`src/rtl/led_frame_gen_if.sv`:
```
// ============================================================================
//  Module      : led_frame_gen_if
//  Description : Board-memory read port and serializer word handshake used by
//                led_frame_gen. The master modport is the frame generator.
//  Revision    : 1.0 - initial release
// ============================================================================
`default_nettype none

interface led_frame_gen_if;
    logic        sel_q;
    logic        rd_en;
    logic [3:0]  row;
    logic [3:0]  col;
    logic [1:0]  rd_data;
    logic [31:0] word;
    logic        word_valid;
    logic        word_ready;

    modport master (
        output sel_q,
        output rd_en,
        output row,
        output col,
        input  rd_data,
        output word,
        output word_valid,
        input  word_ready
    );

    modport slave (
        input  sel_q,
        input  rd_en,
        input  row,
        input  col,
        output rd_data,
        input  word,
        input  word_valid,
        output word_ready
    );
endinterface

`default_nettype wire

```
`src/rtl/led_frame_gen.sv`:
```
// ============================================================================
//  Module      : led_frame_gen
//  Description : Scans a ROWSxCOLS game board and emits an APA102-style frame
//                (start word, one pixel word per cell, END_WORDS end words).
//                Optional macro LED_SERPENTINE_EN: odd rows scan right-to-left.
//  Revision    : 1.0 - initial release
// ============================================================================
`default_nettype none

module led_frame_gen #(
    parameter int unsigned ROWS      = 10,
    parameter int unsigned COLS      = 10,
    parameter logic [4:0]  BRIGHT    = 5'd8,
    parameter int unsigned END_WORDS = 2
) (
    input  wire            ph2,
    input  wire            reset,
    input  wire            start,
    input  wire            board_sel,
    output logic           busy,
    output logic           frame_done,
    led_frame_gen_if.master bus
);

    localparam logic [3:0]  ROW_LAST = 4'(ROWS - 1);
    localparam logic [3:0]  COL_LAST = 4'(COLS - 1);
    localparam logic [7:0]  END_LAST = 8'(END_WORDS - 1);
    localparam logic [31:0] SOF_WORD = 32'h0000_0000;
    localparam logic [31:0] EOF_WORD = 32'hFFFF_FFFF;

    typedef enum logic [2:0] {
        S_IDLE  = 3'd0,
        S_SOF   = 3'd1,
        S_READ  = 3'd2,
        S_LATCH = 3'd3,
        S_SEND  = 3'd4,
        S_EOF   = 3'd5,
        S_DONE  = 3'd6
    } state_t;

    state_t      state_q;
    logic        sel_q;
    logic        rd_en_q;
    logic [3:0]  row_q;
    logic [3:0]  col_q;
    logic [31:0] word_q;
    logic        word_valid_q;
    logic        busy_q;
    logic        frame_done_q;
    logic [7:0]  end_cnt_q;

    logic [3:0]  row_d;
    logic [3:0]  col_d;
    logic        row_end_d;
    logic        last_cell_d;
    logic [31:0] pixel_d;

    // Scan-order stepping: which column ends a row, and where the next row starts.
    always_comb begin
        row_d = row_q;
        col_d = col_q;
`ifdef LED_SERPENTINE_EN
        row_end_d = row_q[0] ? (col_q == 4'd0) : (col_q == COL_LAST);
        if (row_end_d) begin
            row_d = row_q + 4'd1;
            col_d = row_q[0] ? 4'd0 : COL_LAST;
        end else begin
            col_d = row_q[0] ? (col_q - 4'd1) : (col_q + 4'd1);
        end
`else
        row_end_d = (col_q == COL_LAST);
        if (row_end_d) begin
            row_d = row_q + 4'd1;
            col_d = 4'd0;
        end else begin
            col_d = col_q + 4'd1;
        end
`endif
        last_cell_d = row_end_d && (row_q == ROW_LAST);
    end

    always_comb begin
        logic [7:0] b, g, r;
        b = 8'h00;
        g = 8'h00;
        r = 8'h00;
        case (bus.rd_data)
            2'b01:   b = 8'hFF;
            2'b10:   r = 8'hFF;
            2'b11:   g = 8'hFF;
            default: ;
        endcase
        pixel_d = {3'b111, BRIGHT, b, g, r};
    end

    always_ff @(posedge ph2) begin
        if (!reset) begin
            state_q      <= S_IDLE;
            sel_q        <= 1'b0;
            rd_en_q      <= 1'b0;
            row_q        <= 4'd0;
            col_q        <= 4'd0;
            word_q       <= 32'd0;
            word_valid_q <= 1'b0;
            busy_q       <= 1'b0;
            frame_done_q <= 1'b0;
            end_cnt_q    <= 8'd0;
        end else begin
            frame_done_q <= 1'b0;
            case (state_q)
                S_IDLE: begin
                    if (start) begin
                        sel_q        <= board_sel;
                        row_q        <= 4'd0;
                        col_q        <= 4'd0;
                        word_q       <= SOF_WORD;
                        word_valid_q <= 1'b1;
                        busy_q       <= 1'b1;
                        state_q      <= S_SOF;
                    end
                end
                S_SOF: begin
                    if (bus.word_ready) begin
                        word_valid_q <= 1'b0;
                        rd_en_q      <= 1'b1;
                        state_q      <= S_READ;
                    end
                end
                S_READ: begin
                    rd_en_q <= 1'b0;
                    state_q <= S_LATCH;
                end
                S_LATCH: begin
                    word_q       <= pixel_d;
                    word_valid_q <= 1'b1;
                    state_q      <= S_SEND;
                end
                S_SEND: begin
                    if (bus.word_ready) begin
                        if (last_cell_d) begin
                            word_q    <= EOF_WORD;
                            end_cnt_q <= 8'd0;
                            state_q   <= S_EOF;
                        end else begin
                            row_q        <= row_d;
                            col_q        <= col_d;
                            word_valid_q <= 1'b0;
                            rd_en_q      <= 1'b1;
                            state_q      <= S_READ;
                        end
                    end
                end
                S_EOF: begin
                    if (bus.word_ready) begin
                        if (end_cnt_q == END_LAST) begin
                            word_valid_q <= 1'b0;
                            frame_done_q <= 1'b1;
                            state_q      <= S_DONE;
                        end else begin
                            end_cnt_q <= end_cnt_q + 8'd1;
                        end
                    end
                end
                S_DONE: begin
                    busy_q  <= 1'b0;
                    state_q <= S_IDLE;
                end
                default: begin
                    state_q <= S_IDLE;
                end
            endcase
        end
    end

    assign bus.sel_q      = sel_q;
    assign bus.rd_en      = rd_en_q;
    assign bus.row        = row_q;
    assign bus.col        = col_q;
    assign bus.word       = word_q;
    assign bus.word_valid = word_valid_q;
    assign busy           = busy_q;
    assign frame_done     = frame_done_q;

endmodule

`default_nettype wire

```
`src/flat_wrapper.sv`:
```
// flat-port wrapper written by rule: the top's interface ports become plain ports
module led_frame_gen_flat 
#(
    parameter int unsigned ROWS      = 10,
    parameter int unsigned COLS      = 10,
    parameter logic [4:0]  BRIGHT    = 5'd8,
    parameter int unsigned END_WORDS = 2
)
  (ph2, reset, start, board_sel, busy, frame_done, bus_sel_q, bus_rd_en, bus_row, bus_col, bus_rd_data, bus_word, bus_word_valid, bus_word_ready);
  led_frame_gen_if bus_i ();
  input  wire ph2;
  input  wire reset;
  input  wire start;
  input  wire board_sel;
  output logic busy;
  output logic frame_done;
  output wire logic [$bits(bus_i.sel_q)-1:0] bus_sel_q;
  output wire logic [$bits(bus_i.rd_en)-1:0] bus_rd_en;
  output wire logic [$bits(bus_i.row)-1:0] bus_row;
  output wire logic [$bits(bus_i.col)-1:0] bus_col;
  input wire logic [$bits(bus_i.rd_data)-1:0] bus_rd_data;
  output wire logic [$bits(bus_i.word)-1:0] bus_word;
  output wire logic [$bits(bus_i.word_valid)-1:0] bus_word_valid;
  input wire logic [$bits(bus_i.word_ready)-1:0] bus_word_ready;
  assign bus_sel_q = bus_i.sel_q;
  assign bus_rd_en = bus_i.rd_en;
  assign bus_row = bus_i.row;
  assign bus_col = bus_i.col;
  assign bus_i.rd_data = bus_rd_data;
  assign bus_word = bus_i.word;
  assign bus_word_valid = bus_i.word_valid;
  assign bus_i.word_ready = bus_word_ready;
  led_frame_gen #(.ROWS(ROWS), .COLS(COLS), .BRIGHT(BRIGHT), .END_WORDS(END_WORDS)) u_core (.ph2(ph2), .reset(reset), .start(start), .board_sel(board_sel), .busy(busy), .frame_done(frame_done), .bus(bus_i));
endmodule
```
`config.mk`:
```
export PLATFORM = sky130hd
export DESIGN_NAME = led_frame_gen_flat
export DESIGN_NICKNAME = d
export VERILOG_FILES = /design/src/rtl/led_frame_gen_if.sv /design/src/rtl/led_frame_gen.sv /design/src/flat_wrapper.sv
export SDC_FILE = /design/constraint.sdc
export NUM_CORES = 1
export LEC_CHECK = 0
export ABC_AREA = 0
export BUFFER_PORTS_ARGS = -buffer_cell sky130_fd_sc_hd__buf_2
export CELL_PAD_IN_SITES_DETAIL_PLACEMENT = 0
export CELL_PAD_IN_SITES_GLOBAL_PLACEMENT = 1
export CORE_ASPECT_RATIO = 0.75
export CORE_UTILIZATION = 38
export DETAILED_ROUTE_END_ITERATION = 12
export HOLD_SLACK_MARGIN = 0.12
export PLACE_DENSITY_LB_ADDON = 0.15
export SYNTH_ARGS = -nofsm -noshare
export SYNTH_HDL_FRONTEND = slang
export SYNTH_SLANG_ARGS = --single-unit
```
`constraint.sdc`:
```
create_clock -name ph2 -period 2.2 [get_ports ph2]
set_input_delay 0.44 -clock ph2 [delete_from_list [all_inputs] [get_ports ph2]]
set_output_delay 0.44 -clock ph2 [all_outputs]
set_load 0.005 [all_outputs]
```
; ---- Word-level counts from Yosys, hierarchy flattened
; Index checks and enable logic that the tools add are counted.
[op_classes]
reduce_logical = 18
addsub = 3
muxes = 41
n_eq_ne = 21
[ops]
columns = cell, count
row1 = two-way mux 32 bit, 3
row2 = one-hot mux 32 bit (3 select lines), 1
row3 = two-way mux 8 bit, 7
row4 = two-way mux 4 bit, 7
row5 = two-way mux 3 bit, 6
row6 = one-hot mux 3 bit (6 select lines), 1
row7 = one-hot mux 4 bit (2 select lines), 2
row8 = one-hot mux 8 bit (2 select lines), 1
row9 = AND reduction 5 bit, 3
row10 = "!= test 2 bit, second input constant", 6
row11 = AND reduction 4 bit, 3
row12 = two-way mux 1 bit, 10
row13 = "equality test 3 bit, second input constant", 3
row14 = "adder 4 x 1 -> 4 bit, second input constant", 2
row15 = "adder 8 x 1 -> 8 bit, second input constant", 1
row16 = "equality test 4 bit, second input constant", 2
row17 = "equality test 8 x 1 -> 1 bit, second input constant", 1
row18 = AND reduction 7 bit, 1
row19 = "equality test 3 x 2 -> 1 bit, second input constant", 2
row20 = "!= test 2 x 1 -> 1 bit, second input constant", 3
row21 = nonzero test 2 bit, 3
row22 = nonzero test 3 bit, 2
row23 = one-hot mux 1 bit (5 select lines), 1
row24 = nonzero test 5 bit, 1
row25 = other kinds (9), 11
[word_totals]
in_bits = 7
output_inout_bits = 45
register_bits = 56

; ---- Logic depth before layout (Yosys ltp)
; Gate-level depths: netlist of run 1.
[logic_depth]
depth_word = 5
ltp_mapped = 7
ltp_nobuf = 6

; ---- Worst setup path after synthesis of run 1
; Ideal clock, no wire load.
[synth_timing]
kind = input -> register
from = input port bus_word_ready
to = register u_core.word_q[23], in the netlist u_core.bus.word[23]
n_path_buf = 1
t_arrival_ns = 1.567
path_stages = 5
t_required_ns = 2.130
path_slack_ns = 0.563
path_cell_list = buf_2 > mux2i_1 > nor4_1 > nor4_1 > o2bb2ai_1
[synth_via]
elab_chain_len = 2
[synth_lines]
columns = element, line_no
row1 = from (decl), flat_wrapper.sv:24  ; input wire logic [$bits(bus_i.word_ready)-1:0] bus_word_ready;
row2 = != test 2 bit (no line), n/a
row3 = AND reduction 4 bit (no line), n/a
row4 = to (signal assigned), led_frame_gen.sv:134  ; word_q <= pixel_d;
row5 = to (decl), led_frame_gen.sv:46  ; logic [31:0] word_q;
; No other way between the ends.
; A chain may end at the register's enable or synchronous reset.

; ---- Final worst setup path of run 1
[layout_timing]
from = register u_core.col_q[0], in the netlist u_core.bus.col[0]
to = register u_core.word_q[23], in the netlist u_core.bus.word[23]
[layout_via]
elab_chain_len = 4
[layout_lines]
columns = element, line_no
row1 = from (decl), led_frame_gen.sv:45  ; logic [3:0] col_q;
row2 = from (signal assigned), led_frame_gen.sv:146  ; col_q <= col_d;
row3 = equality test 4 bit, led_frame_gen.sv:71  ; row_end_d = (col_q == COL_LAST);
row4 = logical AND 1 bit, led_frame_gen.sv:79  ; last_cell_d = row_end_d && (row_q == ROW_LAST);
row5 = != test 2 x 1 -> 1 bit (no line), n/a
row6 = AND reduction 4 bit (no line), n/a
; No other way between the ends.

==> results of run 1 <==
-- through the flow --
stage	cells	setup WS (ns)
6_report	302	0.251
5_1_grt	302	0.0956
4_1_cts	302	0.292
3_5_place_dp	295	0.298
3_3_place_gp	295	0.324
2_1_floorplan	216	0.563
-- final timing paths --
path	start	endpoint	slack, ns	depth (start not counted)
hold / removal	board_sel	u_core.bus.sel_q	0.40	3
setup reg to reg	u_core.bus.col[0]	u_core.bus.word[23]	0.25	5
hold reg to reg	u_core.bus.sel_q	u_core.bus.sel_q	0.48	2
setup / recovery	u_core.bus.col[0]	u_core.bus.word[23]	0.25	5
-- sequential cells by signal (all words and copies together), names as in the netlist --
register / cells
u_core.bus.sel_q: 1
u_core.bus.word_valid: 1
u_core.frame_done: 1
u_core.bus.col: 4
u_core.busy: 1
u_core.bus.rd_en: 1
u_core.bus.row: 4
u_core.end_cnt_q: 8
u_core.bus.word: 5
u_core.state_q: 3
-- power breakdown --
group / internal [mW] / switching (mW) / total, mW
Combinational: 0.0856 / 0.113 / 0.199
Sequential: 0.545 / 0.0196 / 0.564
Clock: 0.248 / 0.202 / 0.450
Total: 0.878 / 0.335 / 1.21
-- cells in the final DEF, fill, tap and decap left out, types with 2 or more instances in the layout --
cell,n
or2_2,2
inv_1,8
o21ai_0,10
nand2b_1,3
nand3b_1,5
buf_2,51
clkbuf_8,6
nand3_1,6
a21oi_1,15
nor2_1,14
nor4_1,6
or4_1,2
mux2i_1,2
o31ai_1,2
ha_1,6
a211oi_1,6
buf_4,7
a211o_1,3
nand2_1,10
a21o_1,3
o2bb2ai_1,4
and3_1,4
and3b_1,2
nor3_1,5
dfxtp_1,29
nor3b_1,3
o21a_1,3
a31oi_1,4
-- synth_stat cells, types with 2 or more instances --
| library cell | n | area share, % |
|---|---|---|
| a211oi_1 | 6 | 2.4 |
| a21oi_1 | 15 | 4.0 |
| nand3_1 | 6 | 1.6 |
| nand2_1 | 10 | 2.0 |
| o21a_1 | 3 | 1.2 |
| nor3_1 | 5 | 1.3 |
| buf_4 | 27 | 11 |
| buf_6 | 2 | 1.2 |
| mux2i_1 | 2 | 1.1 |
| nor3b_1 | 3 | 1.2 |
| nor2_1 | 14 | 2.8 |
| nor4_1 | 6 | 2.0 |
| o31ai_1 | 2 | 0.80 |
| o2bb2ai_1 | 4 | 1.9 |
| clkbuf_1 | 4 | 0.80 |
| o21ai_0 | 10 | 2.7 |
| nand3b_1 | 5 | 2.0 |
| dfxtp_1 | 29 | 31 |
| a31oi_1 | 4 | 1.3 |
| ha_1 | 6 | 4.0 |
| inv_1 | 8 | 1.6 |
| or2_2 | 2 | 0.67 |
| and3b_1 | 2 | 0.94 |
| nand2b_1 | 3 | 1.0 |
| buf_2 | 3 | 0.80 |
| a21o_1 | 3 | 1.2 |
| a211o_1 | 3 | 1.4 |
| or4_1 | 2 | 0.80 |
| and3_1 | 4 | 1.3 |
-- cell type report --
class / count / area [µm²] / share of cell area [%]
multi-input combinational: 143 / 1000 / 48.2
timing repair buffer: 58 / 308 / 14.8
tap: 57 / 71.3 / 3.43
clock buffer: 7 / 86.3 / 4.16
inverter: 8 / 30.0 / 1.45
sequential: 29 / 581 / 28.0
-- cell families (layout without fill, tap and decap cells) --
logic type / count (synthesis) / count (layout) / share of synthesized area [%]
AOI/OAI and AO/OA: 60 / 60 / 22.6
xor gates and xnor gates: 2 / 2 / 0.939
adders and majority gates: 7 / 7 / 4.56
buffers and inverters: 44 / 73 / 15.3
DFF: 29 / 29 / 31.1
muxes: 2 / 2 / 1.07
and+or+nand+nor: 72 / 72 / 24.5
-- critical path, cell delays in order, from the launching register on --
cell       delay [ns]
dfxtp_1          0.41
ha_1             0.20
nand3b_1         0.24
nor4_1           0.63
nor4_1           0.19
o2bb2ai_1        0.16
-- routing by layer --
layer | track usage (%) | up-vias
li1 | - | 822
met1 | 26.9 | 746
met2 | 22.8 | 54
met3 | 5.94 | 6
met4 | 4.09 | 0
met5 | 0 | -
==> out/results.ini, run 1 <==
[outcome]
status=complete, no violations

[detailed_routing]
drt_iter0_drc=92
drc=0
dr_wl_met3_um=243
wl_met1_um=2360
antenna_left=0
via_per_inst=5.39
wl_per_cell_um=14.3
vias=1628
wirelength_um=4320
top_layer=met4
first_pass_iters=4
wl_met2_um=1670

[pwr]
power.density_mw_per_mm2=584
finalPower_mw=1.21
irDropWorstVdd_v=0.000266
p_leak_nw=0.943

[timing]
finalSetupViolCount=0
fin_worst_skew_ns=0.00242
post-route-min-period_ns=1.95
maxSlewHeadroom_pct=60.1
slew_violations=0
whs_ns=0.397
tns_ns=0
rsz0062_at_grt=no
fmax_mhz=513
finalCritPeriodShare_pct=88.6
hold_viol=0
tightest_slew_ns=0.594

[clocking]
cts_max_level=2
cts_resized=0
cts_inserted_buffers=5
insertion_delay_ns=0.28
cts_root_buf=clkbuf_8
clk_path_buf_depth=2
numClockSinks=29
cts_setup_buffers=0
cts_tree=done
cts_hold_buf=0
clk_pin_slew_ns=0.06

[place]
placed_area_mm2=0.00199
place.gp.congestion=0.788
numPortBuffers=51
dp_hpwl_um=3230

[die]
coreArea_mm2=0.00460
die-area_mm2=0.00520
num_rows=21
die-height_um=62.7
start_util_pct=40.6
io_pins=52
die_w_um=82.9

[yosys]
seq_area_frac_synth_pct=31.1
synth_area_mm2=0.00187
synth_area_per_cell_um2=8.64
yosys_warnings=0
synth_nets=229
syn_inst=216
synth_enable_flop_cells=0
synthArstFlopShare_pct=0
synth_ff_type=dfxtp_1
synth.distinct_cells=52
ys_ff_latch=29

[finish]
antennaDiodeCount=0
fin_nets=258
layout-drive-gt1-share_pct=30.2
final_cell_area_mm2=0.00208
fillers=472
syn2layout_area_growth_pct=11.3
fin_util_pct=45.2

[critical_path]
cp_max_fo=6
critPathLaunchType=register
cp.required_ns=2.36
cp-end-kind=register
critical_path_arrival_ns=2.11
critPathKind=register to register

[global_route]
grt_max_degree=19
grt_pass1_wl_um=7220
grt_usage_pct=17.6
first_global_vias=1418
antenna_found_initial=0
grt_overflow=0

[worst_hold_path]
worstHoldPathType=input port to register

[job]
cap_violations=0

No activity file was read; power rests on OpenSTA's default activity.
==> inputs of run 2 (changes only) <==
Clock period 2.2 ns to 2.18 ns, I/O delays scaled along.
==> run 2 against run 1 <==
Against the previous run:
- non-clock buffer count is the same
- critical path depth is the same
- clock power shrank 4.7%
- worst setup slack gained 0.021 ns
- cell area shrank 0.18%
- global-route usage grew 0.33 points
- sequential power grew 0.9%
- power shrank 1.2%
- critical path type unchanged
- core utilization shrank 0.082 points
- final cell count grew 0.33%
- critical endpoint unchanged
- sequential share of layout area grew 0.051 points
==> out/results.ini, run 2 (synthesis results as in run 1) <==
[finish]
layout-drive-gt1-share_pct=30.5
final_cell_area_mm2=0.00207
largest_register_ffs=8
regMostFlops=u_core.end_cnt_q
final_common_cell=buf_2
layout_common_cells=buf_2, dfxtp_1, a21oi_1
syn2layout_area_growth_pct=11.1
fin_nets=258
fin_cells=303
antennaDiodeCount=0

[critical_path]
critical_path_arrival_ns=2.07
r2r_end=u_core.bus.word[23]
r2r-start=u_core.bus.col[0]
cp_max_fo=6
critPathLaunchType=register
critPathKind=register to register
crit_slowest_cell=nor4_1
path_cells=ha_1 > nand3b_1 > nor4_1 > nor4_1 > o2bb2ai_1
cp_common_cell=nor4_1
cp.required_ns=2.34
cp.buffers_inverters=0
crit_family=simple AND/OR/NAND/NOR gates
cp-end-kind=register
cp-startpoint=u_core.bus.col[0]
r2r_slack_ns=0.27
worstRegToRegCells=5
max_stage_delay_ns=0.62

[pwr]
finalPower_mw=1.20
irDropWorstVdd_v=0.000277
seqPwrFrac_pct=47.5
swShare_pct=28.6
p_leak_nw=0.944
p_int_mw=0.857
comb_power_share_pct=16.8
power.density_mw_per_mm2=578
clkPwrFrac_pct=35.8
switching_power_mw=0.343

[detailed_routing]
drt_iter0_drc=82
drc=0
antenna_left=0
wirelength_um=4350
wl_per_cell_um=14.4
first_pass_iters=4
vias=1611
via_per_inst=5.32

[clocking]
cts_inserted_buffers=5
cts_resized=0
insertion_delay_ns=0.28
cts_hold_buf=0
numClockSinks=29
cts_tree=done
cts_max_level=2
cts_root_buf=clkbuf_8
clk_path_buf_depth=2
clk_pin_slew_ns=0.06
cts_setup_buffers=0

[die]
coreArea_mm2=0.00460
die-height_um=62.7
start_util_pct=40.6
die_w_um=82.9
io_pins=52
die-area_mm2=0.00520
num_rows=21

[global_route]
grt_overflow=0
grt_max_degree=19
grt_pass1_wl_um=7430
first_global_vias=1453
grt_usage_pct=17.9
antenna_found_initial=0

[worst_hold_path]
min_from=board_sel
hold_end=u_core.bus.sel_q
whs_path_depth=3
worstHoldPathType=input port to register

[timing]
fmax_mhz=524
hold_viol=0
post-route-min-period_ns=1.91
fin_worst_skew_ns=0.00340
rsz0062_at_grt=no
tightest_slew_ns=0.590
slew_violations=0
finalCritPeriodShare_pct=87.5
whs_ns=0.395
maxSlewHeadroom_pct=60.3
finalSetupViolCount=0
tns_ns=0

[place]
placed_area_mm2=0.00199
numPortBuffers=51
place.gp.congestion=0.787
dpl.cell_count=295
dp_hpwl_um=3240

[outcome]
status=complete, no violations

[job]
cap_violations=0

run 2: final cells by class:
type	instances	area, µm²
Inverter	8	30.0
Timing Repair Buffer	58	308
Tap cell	57	71.3
Clock inverter	2	10.0
Clock buffer	6	72.6
Sequential cell	29	581
Multi-Input combinational cell	143	1000
Fill cell	450	2520
run 2: power by group through the flow:
stage,clock network (mW),logic [mW],registers (mW)
after global routing,0.471,0.224,0.571
after floorplan,0,0.143,0.576
after detailed placement,0,0.201,0.580
final,0.429,0.201,0.569
after CTS,0.445,0.202,0.569
after global placement,0,0.205,0.580
run 2: through the flow:
stage / worst slack (ns) / utilization (%)
floorplan: 0.547 / -
global placement: 0.298 / 43.3
detailed placement: 0.257 / 43.3
CTS: 0.262 / 45.1
global route: 0.0933 / 45.1
finish: 0.273 / 45.1
run 2: per-layer routing:
layer	global-route usage [%]	vias to the layer above	part of all wire, %
met3	4.62	5	4.2
met1	27.4	742	56
li1	-	824	-
met5	0	-	0
met4	5.82	0	0.87
met2	23.7	40	39
run 2: worst max-delay path by stage:
stage	cells past startpoint	end
5_1_grt	5	u_core.bus.word[23]
2_1_floorplan	5	u_core.bus.word[23]
6_report	5	u_core.bus.word[23]
3_3_place_gp	5	u_core.end_cnt_q[7]
4_1_cts	5	u_core.bus.word[23]
3_5_place_dp	5	u_core.bus.word[23]
run 2: worst reg2reg max path, delay by kind of cell (launching register included):
family | cells | cell delay, ns
adders and majority gates | 1 | 0.19
AOI/OAI and AO/OA | 1 | 0.16
DFF | 1 | 0.40
and+or+nand+nor | 3 | 1.03
==> inputs of run 3 (changes only) <==
Settings changed: CORE_UTILIZATION 38 to 41.
Clock period 2.18 ns to 2.5 ns, I/O delays scaled along.
==> run 3 against run 2 <==
Against the previous run:
- critical path depth shrank 1
- worst hold slack gained 0.062 ns
- largest power group unchanged
- sequential power shrank 10%
- routed wire length shrank 6.3%
==> out/results.ini, run 3 (synthesis results as in run 1) <==
[detailed_routing]
vias=1585
via_per_inst=5.37
wirelength_um=4080
first_pass_iters=4
drt_iter0_drc=61
drc=0
antenna_left=0
wl_per_cell_um=13.8

[die]
coreArea_mm2=0.00420
die_w_um=79.9
start_util_pct=44.4
die-area_mm2=0.00483
die-height_um=60.4
num_rows=20
io_pins=52

[timing]
slew_violations=0
fmax_mhz=517
tightest_slew_ns=0.621
post-route-min-period_ns=1.94
finalCritPeriodShare_pct=77.4
worst_slack_ns=0.565
rsz0062_at_grt=no
whs_ns=0.457
maxSlewHeadroom_pct=58.5
finalSetupViolCount=0
fin_worst_skew_ns=0.00911
tns_ns=0
hold_viol=0

[clocking]
numClockSinks=29
clk_pin_slew_ns=0.07
cts_inserted_buffers=5
cts_hold_buf=0
cts_resized=0
clk_path_buf_depth=2
insertion_delay_ns=0.28
cts_tree=done
cts_setup_buffers=0
cts_max_level=2
cts_root_buf=clkbuf_8

[pwr]
switching_power_mw=0.297
finalPower_mw=1.16
power.density_mw_per_mm2=565
clkPwrFrac_pct=43.7
p_int_mw=0.867
p_leak_nw=0.928
irDropWorstVdd_v=0.000296
seqPwrFrac_pct=43.8
comb_power_share_pct=12.5
swShare_pct=25.5

[critical_path]
cp.required_ns=2.71
max_stage_delay_ns=0.57
critPathLaunchType=register
critPathKind=register to register
crit_slowest_cell=dfxtp_1
cp_common_cell=nor4_1
path_cells=mux2i_1 > nor4_1 > nor4_1 > o2bb2ai_1
critical_path_arrival_ns=2.15
cp-end-kind=register
cp_max_fo=8
r2r_slack_ns=0.56

[finish]
regMostFlops=u_core.end_cnt_q
syn2layout_area_growth_pct=10.3
seqCellArea_um2=581
fin_util_pct=49.0
multi_input_area_mm2=0.00100
layout-drive-gt1-share_pct=28.7
antennaDiodeCount=0
fin_nets=252
final_common_cell=buf_2
layout_common_cells=buf_2, dfxtp_1, a21oi_1
largest_register_ffs=8
fillers=425

[worst_hold_path]
worstHoldPathType=input port to register

[global_route]
grt_usage_pct=17.6
grt_max_degree=20
first_global_vias=1345
grt_overflow=0
grt_pass1_wl_um=6420
antenna_found_initial=0

[place]
numPortBuffers=51
dp_hpwl_um=3000
preCtsSetupSlack_ns=0.544
place.gp.congestion=0.755

[job]
cap_violations=0

[outcome]
status=complete, no violations

-- run 3: cell types whose count changed in the layout (fill, tap and decap cells not counted), sizes merged --
cell / previous run / this run
buf: 58 / 52
bufinv: 0 / 1
clkbuf: 6 / 7
clkinv: 2 / 0
-- run 3: power by group through the flow --
stage / Clock (mW) / Sequential, mW / Combinational (mW)
2_1_floorplan: 0 / 0.502 / 0.124
3_3_place_gp: 0 / 0.521 / 0.145
3_5_place_dp: 0 / 0.520 / 0.145
4_1_cts: 0.520 / 0.510 / 0.145
5_1_grt: 0.539 / 0.513 / 0.162
6_report: 0.508 / 0.510 / 0.145
-- run 3: per-stage QoR --
stage          instances  area [µm²]
3_5_place_dp         287        1940
6_report             295        2060
3_3_place_gp         287        1940
2_1_floorplan        216        1870
4_1_cts              295        2060
5_1_grt              295        2060
-- run 3: cell type report --
class / count / area share, %
multi-input cells: 143 / 48.6
flip-flops and latches: 29 / 28.2
repair buffers: 52 / 12.8
clock buffers: 7 / 4.19
well taps: 55 / 3.34
clock inverters: 1 / 1.46
inverters: 8 / 1.46
-- run 3: path summary, 6_finish.rpt --
kind	from	to	cells past startpoint
worst max register to register	u_core.state_q[2]	u_core.bus.word[23]	4
worst min register to register	u_core.bus.sel_q	u_core.bus.sel_q	2
worst max-delay path	u_core.state_q[2]	u_core.bus.word[23]	4
worst min-delay path	board_sel	u_core.bus.sel_q	3
-- run 3: critical path, delay by kind of cell (launching register included) --
kind	cells	cell delay (ns)
AOI/OAI and AO/OA	1	0.17
DFF	1	0.57
muxes	1	0.47
and+or+nand+nor	2	0.65
-- run 3: routing by layer --
metal  global-route usage (%)  wire (µm)
met5                        0          0
met4                     6.12         27
met3                     4.21        187
met2                     24.7       1660
met1                     26.2       2200
